### config.mk
export PLATFORM = sky130hd
export DESIGN_NAME = alu_arbiter
export DESIGN_NICKNAME = d
export VERILOG_FILES = /design/src/rtl/alu_pkg.sv /design/src/rtl/alu.sv /design/src/rtl/alu_arbiter.sv
export SDC_FILE = /design/constraint.sdc
export NUM_CORES = 1
export LEC_CHECK = 0
export ABC_AREA = 1
export BUFFER_PORTS_ARGS = -buffer_cell sky130_fd_sc_hd__clkbuf_2
export CAP_MARGIN = 20
export CORE_AREA = 2 2 149 209
export DETAILED_ROUTE_END_ITERATION = 8
export DIE_AREA = 0 0 151 211
export MAX_ROUTING_LAYER = met4
export PLACE_DENSITY = 0.59
export SLEW_MARGIN = 20
export SYNTH_ARGS = -nofsm -noshare
export SYNTH_HDL_FRONTEND = slang
export SYNTH_SLANG_ARGS = --single-unit
### constraint.sdc
create_clock -name clk -period 2.2 [get_ports clk]
set_clock_uncertainty 0.15 [all_clocks]
set_input_delay 0.22 -clock clk [delete_from_list [all_inputs] [get_ports clk]]
set_output_delay 0.22 -clock clk [all_outputs]
set_load 0.01 [all_outputs]
### src/rtl/alu_pkg.sv
// Shared definitions for the ALU and the two-port ALU arbiter.
// Provides the datapath width, the 5-bit opcode encodings and the
// requester port ids. The opcode range check is also kept here so the
// arbiter and the ALU agree on which opcodes are legal.
package alu_pkg;

  localparam int XLEN = 32;

  // Opcode encodings
  localparam logic [4:0] ALU_ADD    = 5'd0;
  localparam logic [4:0] ALU_SUB    = 5'd1;
  localparam logic [4:0] ALU_AND    = 5'd2;
  localparam logic [4:0] ALU_OR     = 5'd3;
  localparam logic [4:0] ALU_XOR    = 5'd4;
  localparam logic [4:0] ALU_SLT    = 5'd5;
  localparam logic [4:0] ALU_SLTU   = 5'd6;
  localparam logic [4:0] ALU_UPPERA = 5'd7;  // A with its low 12 bits cleared
  localparam logic [4:0] ALU_AUIPC  = 5'd8;  // A + (B with low 12 bits cleared)
  localparam logic [4:0] ALU_LUI    = 5'd9;  // B with its low 12 bits cleared
  localparam logic [4:0] ALU_OP_MAX = 5'd9;

  // Requester port ids
  localparam logic PORT0 = 1'b0;
  localparam logic PORT1 = 1'b1;

  // Mask that clears the 12-bit immediate field of an upper-immediate value.
  localparam logic [XLEN-1:0] UPPER_MASK = 32'hFFFF_F000;

  function automatic logic op_illegal(input logic [4:0] op);
    return op > ALU_OP_MAX;
  endfunction

endpackage

### src/rtl/alu.sv
// Combinational 32-bit ALU.
// Ports:
//   a, b    in  32  operands
//   op      in  5   opcode (see alu_pkg)
//   result  out 32  ALU result; 0 for any opcode outside the legal range
//   zero    out 1   result equals zero
module alu
  import alu_pkg::*;
(
  input  logic [XLEN-1:0] a,
  input  logic [XLEN-1:0] b,
  input  logic [4:0]      op,
  output logic [XLEN-1:0] result,
  output logic            zero
);

  // NOTE: every output of a combinational block gets a default before the
  // case so that no path leaves it unassigned (which would infer a latch).
  always_comb begin
    result = '0;
    unique case (op)
      ALU_ADD:    result = a + b;
      ALU_SUB:    result = a - b;
      ALU_AND:    result = a & b;
      ALU_OR:     result = a | b;
      ALU_XOR:    result = a ^ b;
      ALU_SLT:    result = {31'd0, $signed(a) < $signed(b)};
      ALU_SLTU:   result = {31'd0, a < b};
      ALU_UPPERA: result = a & UPPER_MASK;
      ALU_AUIPC:  result = a + (b & UPPER_MASK);
      ALU_LUI:    result = b & UPPER_MASK;
      default:    result = '0;
    endcase
  end

  assign zero = (result == '0);

endmodule

### src/rtl/alu_arbiter.sv
// Two-requester round-robin arbiter in front of one shared ALU.
// A request accepted on either port is registered in stage 1 (operand
// register, which feeds the ALU), then moved to stage 2 (response register)
// where it is held until the consumer takes it. Fully pipelined: one request
// per cycle with resp_ready high.
// Ports:
//   clk, reset_n                 clock, synchronous active-low reset
//   reqN_valid/ready             request handshake, port N (0 or 1)
//   reqN_a, reqN_b, reqN_op      operands and opcode, port N
//   resp_valid/ready             response handshake
//   resp_id                      port that issued the request
//   resp_result, resp_zero       ALU result and zero flag (0 on illegal op)
//   resp_err                     opcode was illegal (> 9)
module alu_arbiter
  import alu_pkg::*;
(
  input  logic            clk,
  input  logic            reset_n,
  input  logic            req0_valid,
  output logic            req0_ready,
  input  logic [XLEN-1:0] req0_a,
  input  logic [XLEN-1:0] req0_b,
  input  logic [4:0]      req0_op,
  input  logic            req1_valid,
  output logic            req1_ready,
  input  logic [XLEN-1:0] req1_a,
  input  logic [XLEN-1:0] req1_b,
  input  logic [4:0]      req1_op,
  output logic            resp_valid,
  input  logic            resp_ready,
  output logic            resp_id,
  output logic [XLEN-1:0] resp_result,
  output logic            resp_zero,
  output logic            resp_err
);

  logic            last_grant;
  logic            grant0, grant1;
  logic            s1_valid, s1_id, s1_err;
  logic [XLEN-1:0] s1_a, s1_b;
  logic [4:0]      s1_op;
  logic            s1_free, s2_free;
  logic            accept, acc_id;
  logic [XLEN-1:0] acc_a, acc_b;
  logic [4:0]      acc_op;
  logic [XLEN-1:0] alu_result;
  logic            alu_zero;

  // Round robin: a lone requester always wins; on a tie the port that was
  // not granted last wins.
  assign grant0 = req0_valid && (!req1_valid || last_grant == PORT1);
  assign grant1 = req1_valid && (!req0_valid || last_grant == PORT0);

  assign s2_free = !resp_valid || resp_ready;
  assign s1_free = !s1_valid || s2_free;

  // Ready is forced low during reset so nothing is accepted on the reset edge.
  assign req0_ready = reset_n && grant0 && s1_free;
  assign req1_ready = reset_n && grant1 && s1_free;

  // Grants are mutually exclusive, so the port 1 ready alone selects the source.
  assign accept = (req0_valid && req0_ready) || (req1_valid && req1_ready);
  assign acc_id = req1_ready ? PORT1 : PORT0;
  assign acc_a  = req1_ready ? req1_a  : req0_a;
  assign acc_b  = req1_ready ? req1_b  : req0_b;
  assign acc_op = req1_ready ? req1_op : req0_op;

  // NOTE: sequential state uses non-blocking assignments so every register
  // samples the pre-edge values, which the same-edge drain/move/accept relies on.
  always_ff @(posedge clk) begin
    if (!reset_n) begin
      last_grant <= PORT1;
      s1_valid   <= 1'b0;
      s1_id      <= PORT0;
      s1_err     <= 1'b0;
      s1_a       <= '0;
      s1_b       <= '0;
      s1_op      <= ALU_ADD;
    end else if (accept) begin
      last_grant <= acc_id;
      s1_valid   <= 1'b1;
      s1_id      <= acc_id;
      s1_err     <= op_illegal(acc_op);
      s1_a       <= acc_a;
      s1_b       <= acc_b;
      s1_op      <= acc_op;
    end else if (s2_free) begin
      // Stage 1 drains into stage 2 (or was already empty).
      s1_valid <= 1'b0;
    end
  end

  alu u_alu (
    .a      (s1_a),
    .b      (s1_b),
    .op     (s1_op),
    .result (alu_result),
    .zero   (alu_zero)
  );

  always_ff @(posedge clk) begin
    if (!reset_n) begin
      resp_valid  <= 1'b0;
      resp_id     <= PORT0;
      resp_result <= '0;
      resp_zero   <= 1'b0;
      resp_err    <= 1'b0;
    end else if (s1_valid && s2_free) begin
      resp_valid  <= 1'b1;
      resp_id     <= s1_id;
      resp_result <= s1_err ? '0 : alu_result;
      resp_zero   <= s1_err ? 1'b0 : alu_zero;
      resp_err    <= s1_err;
    end else if (resp_ready) begin
      resp_valid <= 1'b0;
    end
  end

endmodule
After elaboration in Yosys (flattened, before gate mapping). Index checks and enable logic that the tools add are counted.

Bitwise operators: 4. Reduce and logical (&&, ||, !) cells: 22. Equality and inequality tests: 9. Muxes and demuxes: 11. Add/subtract/negate cells: 3. $lt $le $gt $ge: 3.

Operators by type and width (number): $pmux W32 S10 (1); $mux W32 (3); $add A32 B32 Y32 (2); $lt A32 B32 Y1 (2); $and A32 B32 Y32 (1); $logic_not A32 Y1 (1); $or A32 B32 Y32 (1); $sub A32 B32 Y32 (1); $xor A32 B32 Y32 (1); $eq A5 B3 Y1 const B (4); $eq A5 B2 Y1 const B (2); $eq A5 B4 Y1 const B (2); $logic_and A1 B1 Y1 (9); $mux W1 (6); $eq A5 B1 Y1 const B (1); $gt A5 B4 Y1 const B (1); $logic_not A5 Y1 (1); $logic_or A1 B1 Y1 (5); $mux W5 (1); $logic_not A1 Y1 (4); $reduce_bool A2 Y1 (2); $not A1 Y1 (1).

Bits in registers: 109. Input bits: 143. Logic and storage cells: 64.

Logic depth before layout (Yosys ltp). Gate-level depths: netlist of the first run.

Word-level depth: 8. Depth in mapped cells: 23. Depth with buffers taken out: 22.

Hierarchy. Synthesis of the first run repeated with hierarchy kept, for this count alone.

Cell total of the unflattened synthesis: 2158. Area total of the unflattened synthesis: 12226.7 um2.

By module, submodules not included: alu (area each 7543.5 um2, instances 1, cells each 1546); alu_arbiter (area each 4683.2 um2, instances 1, cells each 612).

Worst setup path after synthesis of the first run. OpenSTA, ideal clock, no wires.

Path type: register to register. Start: register s1_a[12]. End: register resp_zero. Path buffers: 0. Stages on the path, launching flop included: 18. Arrival time: 2192 ps. Setup slack: -212 ps. Data required time: 1980 ps. Setup time: 70 ps. Period minus slack after synthesis: 2412 ps. Cells stage by stage: dfxtp_1 > ha_1 > fa_1 > nand2_1 > nand2_1 > nand2_1 > nand2_1 > a21oi_1 > nand3_1 > nand3_1 > nand2_1 > nor2_1 > nand2_1 > nor2_1 > nand2_1 > nor2_1 > nand3_1 > a21oi_1.

Word-level cells in the longest chain between the ends: 4. Elaborated cells on any way between the ends: 11. Those cells by class: add/sub: 3; order compare: 2; mux: 2; bitwise: 3; reduce/logical: 1.

Ends and longest elaborated chain: start: declaration (RTL line alu_arbiter.sv:40) `logic [XLEN-1:0] s1_a, s1_b;`; start signal: assignment (RTL line alu_arbiter.sv:76) `s1_a <= '0;`; start signal: assignment (RTL line alu_arbiter.sv:84) `s1_a <= acc_a;`; $add A32 B32 Y32 (tied with other cells) (RTL line alu.sv:30) `ALU_AUIPC: result = a + (b & UPPER_MASK);`; $pmux W32 S10 (*) (RTL line alu.sv:21) `unique case (op)`; $logic_not A32 Y1 (*) (RTL line alu.sv:36) `assign zero = (result == '0);`; $mux W1 (*) (RTL line alu_arbiter.sv:112) `resp_zero <= s1_err ? 1'b0 : alu_zero;`; end signal: assignment (RTL line alu_arbiter.sv:112); end: declaration (RTL line alu_arbiter.sv:33) `output logic resp_zero,`.

Every way passes the cells marked *; elsewhere a longest branch is shown, timed or not. A chain may end at the register's enable or synchronous reset.

Worst setup path after layout of the first run.
Start: register s1_a[9]. End: register resp_zero.

The elaborated chain is that of the path after synthesis.

==> metrics.cfg, run 1 <==
[outcome]
outcome = finished with violations
violations = negative setup slack

[timing]
slew_headroom_pct = 45.6
finalCritPeriodShare_pct = 125
slew_violations = 0
period_needed_ns = 2.76
worst_pin_slew_ns = 0.816
postLayoutSetupSlackWorst_ns = -0.560
final-hold-violation-count = 0
setup_viol = 26
rsz0062_at_grt = yes
fmax_mhz = 362
fin_hold_ws_ns = 0.00360

[worst_setup_path]
cp_max_fo = 3
required_ns = 2.37
slowest_delay_ns = 0.34
cp.buffers_inverters = 4
crit_path_end_kind = register
worstReg2RegStart = s1_a[9]
setup.worst_path.start_class = register
cp_top_family = simple AND/OR/NAND/NOR gates
crit_path_cell_trace = buf_4 -> ha_1 -> a21oi_1 -> buf_4 -> o21bai_4 -> buf_4 -> nand2_1 -> nand2_2 -> inv_1 -> nand3_1 -> nand3_1 -> nand3_2 -> nor3_2 -> nand2_1 -> nor2_2 -> nand3_1 -> a21oi_1
arrival_ns = 2.93
ff2ff_path_depth = 17
worst-r2r-setup-slack_ns = -0.56
r2r_end = resp_zero
critPathSlowestCell = dfxtp_2
critical_path_class = reg -> reg

[detailed_routing]
wl_per_cell_microns = 19.9
ant_nets = 0
drtIter0Drc = 965
drc = 0
wirelength_microns = 63000
vias = 16900
via_per_inst = 5.36
firstDrtPassIters = 7

[global_routing]
grt_pass1_wl_microns = 92900
antenna_found_initial = 1
grt_max_degree = 70
grt.overflow.total = 0
grt_pass1_vias = 17100
globalRouteTotalUtil_pct = 40.4

[job]
cap_violations = 0

[cells_and_area]
finalNetCount = 3014
design_area_sq_um = 20200
layout-drive-gt1-share_pct = 45.7
syn_to_final_growth_pct = 69.9

[clock_tree]
cts_htree_levels = 3
cts-root-buf = clkbuf_16
cts_tree = done
cts_buffers = 9
clock_latency_ns = 0.40
cts_buffer_depth = 2
path_clk_slew_ns = 0.09
cts.sinks = 109

[synth]
yosysWarnings = 0
async_flop_share_pct = 0
ys_types = 43
synth_fp_nets = 2359
avgSynthCellArea_sq_um = 5.61
syn-instance-count = 2114
ys_ff_latch = 109
synth_ff_type = dfxtp_1
yosysSeqAreaShare_pct = 18.4
syn_area_sq_um = 11900
synth_edf_count = 0

[place]
port_buffers = 180
routabilityCongestion = 1.03
place_hpwl_microns = 49100
place_area_sq_um = 16700

[hold_path]
whs_endpoint = s1_b[0]
min_path_cells = 3
worstHoldStart = req1_b[0]
hp-class = in -> reg

[floorplan]
die_w_microns = 151
core_sq_um = 29800
io_pins = 181
start_util_pct = 39.8
core.rowCount = 75
dieArea_sq_um = 31900
die_h_microns = 211

[power_and_ir_drop]
ir_drop_mv = 0.611
power_density_nw_per_um2 = 502
leakagePower_nw = 9.92

## where the power goes
group	leakage [nW]	switching [mW]	internal, mW
logic	8.86	3.47	2.69
registers	0.912	0.0970	2.11
clock network	0.145	0.928	0.831
## flip-flops by register name, indices dropped and copies added, names as in the netlist
name         cells
last_grant       1
s1_op            5
resp_result     32
s1_id            1
resp_zero        1
s1_valid         1
resp_err         1
resp_id          1
resp_valid       1
s1_err           1
s1_a            32
s1_b            32
## worst max-delay path by stage
stage | start | to | slack [ns] | cells after the start
after floorplan | s1_a[0] | resp_zero | -0.09 | 19
after detailed placement | s1_b[10] | resp_zero | -0.94 | 18
after global placement | s1_b[10] | resp_zero | -0.90 | 18
after global routing | s1_a[9] | resp_zero | -0.68 | 17
final | s1_a[9] | resp_zero | -0.56 | 17
after CTS | s1_a[0] | resp_zero | -0.56 | 20
## tightest hold or removal path, delay by kind of cell
| family | cells | cell delay [ns] |
|---|---|---|
| AO/OA/AOI/OAI | 2 | 0.22 |
| buffers and inverters | 1 | 0.07 |
## metrics by stage
step	total power, mW	worst slack, ns	setup TNS, ns	util [%]	cells
after floorplan	4.70	-0.0881	-0.0881	-	2114
after global routing	10.6	-0.679	-8.78	67.6	3160
final	10.1	-0.560	-5.78	67.6	3160
after global placement	6.97	-0.898	-11.94	56.1	3041
after detailed placement	7.01	-0.939	-12.58	56.1	3041
after CTS	9.55	-0.562	-5.13	64.3	3136
## metal layers
metal	up-vias	global-route usage, %	routed length (microns)
met5	-	-	0
met2	654	72.0	32300
met1	7880	36.2	20800
met3	317	5.21	2620
li1	8077	-	-
met4	0	38.1	7290
## cells in the mapped netlist (all sizes together), types with 4 or more instances
master	n	area [sq um]
dfxtp	109	2180
buf	55	362
nand4	38	244
inv	292	1100
nor2	304	1160
ha	99	1240
nand2	600	2260
a211oi	7	52.6
clkbuf	36	135
nor3	24	135
a21oi	171	867
o21ai	125	626
nand3b	7	52.6
o211ai	4	30.0
o21bai	12	90.1
nand3	173	886
o221ai	9	78.8
o22ai	24	150
## kinds of logic (layout without fill, tap and decap cells)
logic type,after synthesis,count (layout),share of synthesized area [%]
AND/OR/NAND/NOR,1157,1157,40.5
buffers and inverters,383,1043,13.4
AO/OA/AOI/OAI,359,359,16.4
flip-flops,109,109,18.4
adder cells (fa/ha/maj),102,102,10.9
XOR/XNOR,2,2,0.148
multiplexers,2,2,0.169
other,0,1,0
## cell type report
type                       count  area [sq um]
antenna                        1          2.50
timing repair buffer         735          5590
clock inverter                 6          61.3
fill                        2629          9680
sequential                   109          2260
inverter                     292          1120
tap                          385           482
clock buffer                  10           239
multi-input combinational   1622         10400
## what timing repair did
item / 4_1_cts / 5_1_grt
pin swaps: 133 / 107
cloned: 1 / 2
gates resized for setup: 390 / 213
endpoints found under the hold margin: 37 / 0
buffers inserted: 45 / 25
hold buffers: 38 / 0
endpoints found under the setup margin: 30 / 84
## layout by cell type (no fill, tap or decap), types with 11 or more instances in the layout
| cell type | instances |
|---|---|
| buf_4 | 460 |
| nand2_1 | 452 |
| inv_1 | 218 |
| nor2_1 | 214 |
| clkbuf_2 | 180 |
| a21oi_1 | 130 |
| nand2_2 | 117 |
| nand3_1 | 115 |
| o21ai_0 | 94 |
| inv_2 | 65 |
| dfxtp_1 | 60 |
| ha_1 | 56 |
| nor2_2 | 51 |
| nand3_2 | 46 |
| dfxtp_2 | 43 |
| nor2_4 | 39 |
| dlygate4sd3_1 | 38 |
| nand4_1 | 37 |
| ha_4 | 37 |
| buf_6 | 35 |
| a21oi_2 | 31 |
| nand2_4 | 27 |
| o22ai_1 | 24 |
| buf_12 | 17 |
| o21ai_2 | 14 |
| nand3_4 | 12 |
| o21ai_1 | 11 |
| clkbuf_16 | 11 |
Power figures use the tool's default switching activity.
==> run 2: changes to the inputs <==
--- a/config.mk
+++ b/config.mk
@@ -5,14 +5,15 @@
 export SDC_FILE = /design/constraint.sdc
 export NUM_CORES = 1
 export LEC_CHECK = 0
-export ABC_AREA = 1
+export ABC_AREA = 0
 export BUFFER_PORTS_ARGS = -buffer_cell sky130_fd_sc_hd__clkbuf_2
 export CAP_MARGIN = 20
-export CORE_AREA = 2 2 149 209
+export CORE_AREA = 2 2 141 198
+export CTS_CLUSTER_SIZE = 8
 export DETAILED_ROUTE_END_ITERATION = 8
-export DIE_AREA = 0 0 151 211
+export DIE_AREA = 0 0 143 200
 export MAX_ROUTING_LAYER = met4
-export PLACE_DENSITY = 0.59
+export PLACE_DENSITY = 0.6
 export SLEW_MARGIN = 20
 export SYNTH_ARGS = -nofsm -noshare
 export SYNTH_HDL_FRONTEND = slang
==> metrics.cfg, run 2 <==
[timing]
rsz0062_at_grt = yes
finalCritPeriodShare_pct = 177
slew_headroom_pct = 35.2
tns_ns = -33.35
worst_pin_slew_ns = 0.971
slew_violations = 0
setup_viol = 33
postLayoutSetupSlackWorst_ns = -1.69
period_needed_ns = 3.89
final-hold-violation-count = 0
fmax_mhz = 257

[place]
routabilityCongestion = 1.02
dp.cells = 2440
place_hpwl_microns = 40100
port_buffers = 180
dp_slack_ns = -1.84

[power_and_ir_drop]
ir_drop_mv = 0.491
leakagePower_nw = 8.34
power_density_nw_per_um2 = 547

[floorplan]
core.rowCount = 71
die_h_microns = 200
core_sq_um = 26700
dieArea_sq_um = 28600
die_w_microns = 143
io_pins = 181
start_util_pct = 39.5

[synth]
yosys-top-cells-count = 238 x nand2_1, 193 x nor2_1, 109 x dfxtp_1
synth_largest_area_cell = dfxtp_1
synth_edf_count = 0
async_flop_share_pct = 0
synth.top_cells.by_area = dfxtp_1 21%, ha_1 12%, nand2_1 8.4%
synth_fp_nets = 1759
ys_types = 85
yosys.cell_count.top_type = nand2_1
ys_ff_latch = 109
yosysSeqAreaShare_pct = 20.6
syn_area_sq_um = 10600
syn-instance-count = 1514
synth_top_area_share_pct = 20.6
synth_ff_type = dfxtp_1
avgSynthCellArea_sq_um = 6.98
yosysWarnings = 0

[clock_tree]
cts_buffers = 9
clock_latency_ns = 0.39
cts.sinks = 109
cts_htree_levels = 3
cts-root-buf = clkbuf_16
cts_buffer_depth = 2
path_clk_slew_ns = 0.10
cts_tree = done

[detailed_routing]
wl_per_cell_microns = 20.7
via_per_inst = 5.70
wirelength_microns = 55000
ant_nets = 0
firstDrtPassIters = 6
drc = 0
drtIter0Drc = 1098
vias = 15100

[cells_and_area]
fillers = 2176
antenna_cells = 0
layout_common_cells = 509 x buf_4, 234 x nand2_1, 182 x nor2_1
layout_commonest_cell = buf_4
finalNetCount = 2527
instances_no_fill = 2652
reg_top3 = resp_result x32, s1_a x32, s1_b x32
layout-drive-gt1-share_pct = 43.7
syn_to_final_growth_pct = 79.5

[outcome]
violations = negative setup slack
outcome = finished with violations

[global_routing]
grt.overflow.total = 0
globalRouteTotalUtil_pct = 39.0
grt_pass1_wl_microns = 82600
antenna_found_initial = 0
grt_max_degree = 72
grt_pass1_vias = 15600

[worst_setup_path]
crit_path_end_kind = register
required_ns = 2.40
arrival_ns = 4.08
setup.worst_path.start_class = register
critical_path_class = reg -> reg
cp_max_fo = 3

[job]
cap_violations = 0

[hold_path]
hp-class = in -> reg

-- run 2: cell types whose count changed after synthesis, sizes merged, moves of 18 or more --
cell	before	now
nand4	38	20
clkbuf	36	91
a22oi	0	24
a21oi	171	97
nand3	173	12
nor2	304	194
a311oi	0	74
a211oi	7	28
inv	292	100
o21ai	125	80
buf	55	21
nand2	600	238
-- run 2: what timing repair did --
action	4_1_cts	5_1_grt
pin swaps	71	79
hold buffers	135	0
gates resized for setup	159	87
cloned	3	1
buffers inserted	49	22
endpoints found under the hold margin	70	0
setup endpoints to repair	35	51
-- run 2: kinds of logic (layout without fill, tap and decap cells) --
family                   Yosys count  after routing  share of synthesized area (%)
AND/OR/NAND/NOR                  593            593                           24.9
adder cells (fa/ha/maj)          102            102                           12.3
buffers and inverters            212            985                           7.74
XOR/XNOR                          14             14                           1.16
AO/OA/AOI/OAI                    473            473                           32.1
flip-flops                       109            109                           20.6
multiplexers                      11             11                           1.18
-- run 2: layer usage --
layer	global-route usage (%)	routed length (microns)	vias up
li1	-	-	7038
met1	38.2	19500	7282
met2	72.5	29200	583
met3	3.39	2030	218
met4	26.5	4190	0
met5	-	0	-
-- run 2: final timing paths --
path / depth (start not counted) / slack (ns) / startpoint / endpoint
setup / recovery: 14 / -1.69 / s1_a[0] / resp_zero
hold reg to reg: 2 / 0.33 / s1_id / s1_id
hold / removal: 3 / 0.01 / req0_valid / s1_valid
setup reg to reg: 14 / -1.69 / s1_a[0] / resp_zero
-- run 2: per-stage QoR --
stage | hold WS (ns) | power (mW) | instance area (sq um) | util [%]
2_1_floorplan | 0.218 | 4.68 | 11000 | -
3_3_place_gp | 0.307 | 7.20 | 15700 | 58.6
3_5_place_dp | 0.318 | 7.24 | 15700 | 58.6
4_1_cts | 0.0117 | 9.96 | 18500 | 69.2
5_1_grt | 0.0270 | 10.9 | 19000 | 71.0
6_report | 0.0124 | 10.4 | 19000 | 71.0
-- run 2: layout make-up --
class                   instances  area (sq um)  share of cell area, %
clock buffers                   9           225                   1.19
clock inverters                 7           103                  0.541
inverters                     100           380                   2.00
multi-input cells            1193          8910                   47.0
flip-flops and latches        109          2230                   11.7
well taps                     365           457                   2.41
repair buffers                869          6680                   35.2
-- run 2: power breakdown --
| group | switching, mW | internal (mW) | leakage (nW) |
|---|---|---|---|
| clock | 0.982 | 0.930 | 0.160 |
| combinational | 3.13 | 3.08 | 7.28 |
| sequential | 0.122 | 2.14 | 0.905 |
-- run 2: worst max-delay path, cell delays in order, from the launching register on --
cell and delay, ns:
dfxtp_2 0.36, inv_2 0.06, ha_4 0.15, inv_2 0.05, fa_2 0.42, mux4_2 0.45
a222oi_1 0.32, buf_4 0.18, nand4_1 0.10, nor4_2 0.16, nand4_1 0.12, or4_4 0.42
or4b_4 0.50, nor4_2 0.24, a31o_1 0.17
==> run 3: changes to the inputs <==
--- a/config.mk
+++ b/config.mk
@@ -13,7 +13,7 @@
 export DETAILED_ROUTE_END_ITERATION = 8
 export DIE_AREA = 0 0 143 200
 export MAX_ROUTING_LAYER = met4
-export PLACE_DENSITY = 0.6
+export PLACE_DENSITY = 0.57
 export SLEW_MARGIN = 20
 export SYNTH_ARGS = -nofsm -noshare
 export SYNTH_HDL_FRONTEND = slang
==> constraint.sdc (replaced) <==
create_clock -name clk -period 3.9 [get_ports clk]
set_clock_uncertainty 0.15 [all_clocks]
set_input_delay 0.39 -clock clk [delete_from_list [all_inputs] [get_ports clk]]
set_output_delay 0.39 -clock clk [all_outputs]
set_load 0.01 [all_outputs]
==> metrics.cfg, run 3 (synthesis gave the netlist of run 2 again) <==
[worst_setup_path]
arrival_ns = 4.30
critical_path_class = reg -> reg
crit_cells = 15
r2r_end = resp_zero
worstReg2RegStart = s1_a[0]
critPathLaunch = s1_a[0]
cp_common_cell = buf_4
worst-r2r-setup-slack_ns = -0.23
setup.worst_path.start_class = register
crit_path_cell_trace = buf_4 -> ha_1 -> fa_2 -> a211oi_2 -> buf_4 -> o211ai_1 -> a221oi_2 -> buf_4 -> xnor2_1 -> nand2_1 -> nand4_1 -> or4_1 -> or4b_4 -> nor4_2 -> a31o_1
crit_path_end_kind = register
cp_top_family = simple AND/OR/NAND/NOR gates
cp.buffers_inverters = 3
slowest_delay_ns = 0.57
cp_max_fo = 3
ff2ff_path_depth = 15
required_ns = 4.07
critPathSlowestCell = or4_1

[clock_tree]
cts_buffers = 9
cts-root-buf = clkbuf_16
cts.sinks = 109
cts_buffer_depth = 2
cts_tree = done
cts_htree_levels = 3
clock_latency_ns = 0.37
path_clk_slew_ns = 0.08

[place]
port_buffers = 180
place_hpwl_microns = 37600
dp_slack_ns = -0.200
routabilityCongestion = 1.03

[global_routing]
grt_pass1_wl_microns = 71200
grt_pass1_vias = 12900
antenna_found_initial = 0
grt.overflow.total = 0
grt_max_degree = 143
globalRouteTotalUtil_pct = 33.7

[floorplan]
core.rowCount = 71
core_sq_um = 26700
die_w_microns = 143
die_h_microns = 200
dieArea_sq_um = 28600
start_util_pct = 39.5
io_pins = 181

[cells_and_area]
finalNetCount = 2110
layout-drive-gt1-share_pct = 27.9
layout_common_cells = 268 x buf_4, 238 x nand2_1, 192 x nor2_1
antenna_cells = 0
syn_to_final_growth_pct = 32.6
reg_top3 = resp_result x32, s1_a x32, s1_b x32
layout_commonest_cell = buf_4

[timing]
fmax_mhz = 242
worst_pin_slew_ns = 1.06
slew_headroom_pct = 28.8
period_needed_ns = 4.13
slew_violations = 0
finalCritPeriodShare_pct = 106
final-hold-violation-count = 0
tns_ns = -0.226
setup_viol = 1
postLayoutSetupSlackWorst_ns = -0.226
rsz0062_at_grt = yes

[power_and_ir_drop]
leakagePower_nw = 6.11
p_total_mw = 4.73
ir_drop_mv = 0.262
power_density_nw_per_um2 = 338

[hold_path]
whs_endpoint = s1_a[30]
hp-class = in -> reg
min_path_cells = 3
worstHoldStart = req0_a[30]

[detailed_routing]
via_per_inst = 5.77
ant_nets = 0
wl_per_cell_microns = 20.9
wirelength_microns = 46800
drc = 0
firstDrtPassIters = 5
drtIter0Drc = 928
vias = 12900

[outcome]
violations = negative setup slack
outcome = finished with violations

[job]
cap_violations = 0

## run 3: cell count changes in the layout (fill, tap and decap cells not counted), sizes merged
cell         change
buf            -282
dlygate4sd3    -135
clkbuf           +1
bufinv           -1
inv              -1
clkinv           +1
## run 3: worst max path at each step
stage                      endpoint  slack [ns]
after floorplan           resp_zero        0.14
after global placement    resp_zero       -0.17
after detailed placement  resp_zero       -0.20
after CTS                 resp_zero       -0.16
after global routing      resp_zero       -0.39
final                     resp_zero       -0.23
## run 3: power by group
part / switching (mW) / internal (mW)
combinational: 1.39 / 1.09
sequential: 0.0787 / 1.20
clock: 0.501 / 0.471
total: 1.97 / 2.77
## run 3: worst min-delay path, cell delays in order
cell      delay (ns)
clkbuf_2        0.08
nand2_1         0.04
a311oi_1        0.07
## run 3: stage by stage
step,utilization (%),cell area [sq um],cells,hold slack (ns)
finish,52.4,14000,2235,0.101
global route,52.4,14000,2235,0.0970
CTS,52.1,13900,2233,0.0911
detailed placement,50.9,13600,2217,0.301
global placement,50.9,13600,2217,0.293
floorplan,-,10600,1514,0.286
## run 3: layer usage
layer	global-route usage, %	wire length [microns]
met5	-	0
met4	19.8	3170
met3	2.72	1790
met2	61.7	24500
met1	35.1	17300
## run 3: timing repair
action / 4_1_cts / 5_1_grt
endpoints found under the setup margin: 2 / 11
hold buffers: 0 / 0
pin swaps: 2 / 6
resized for setup: 4 / 17
setup buffers: 0 / 2
## run 3: layout make-up
| class | count | area, sq um |
|---|---|---|
| clock buffer | 10 | 239 |
| tap | 365 | 457 |
| sequential | 109 | 2180 |
| timing repair buffer | 452 | 2990 |
| inverter | 100 | 375 |
| multi-input combinational | 1193 | 7710 |
| clock inverter | 6 | 67.6 |
| fill | 2742 | 12700 |
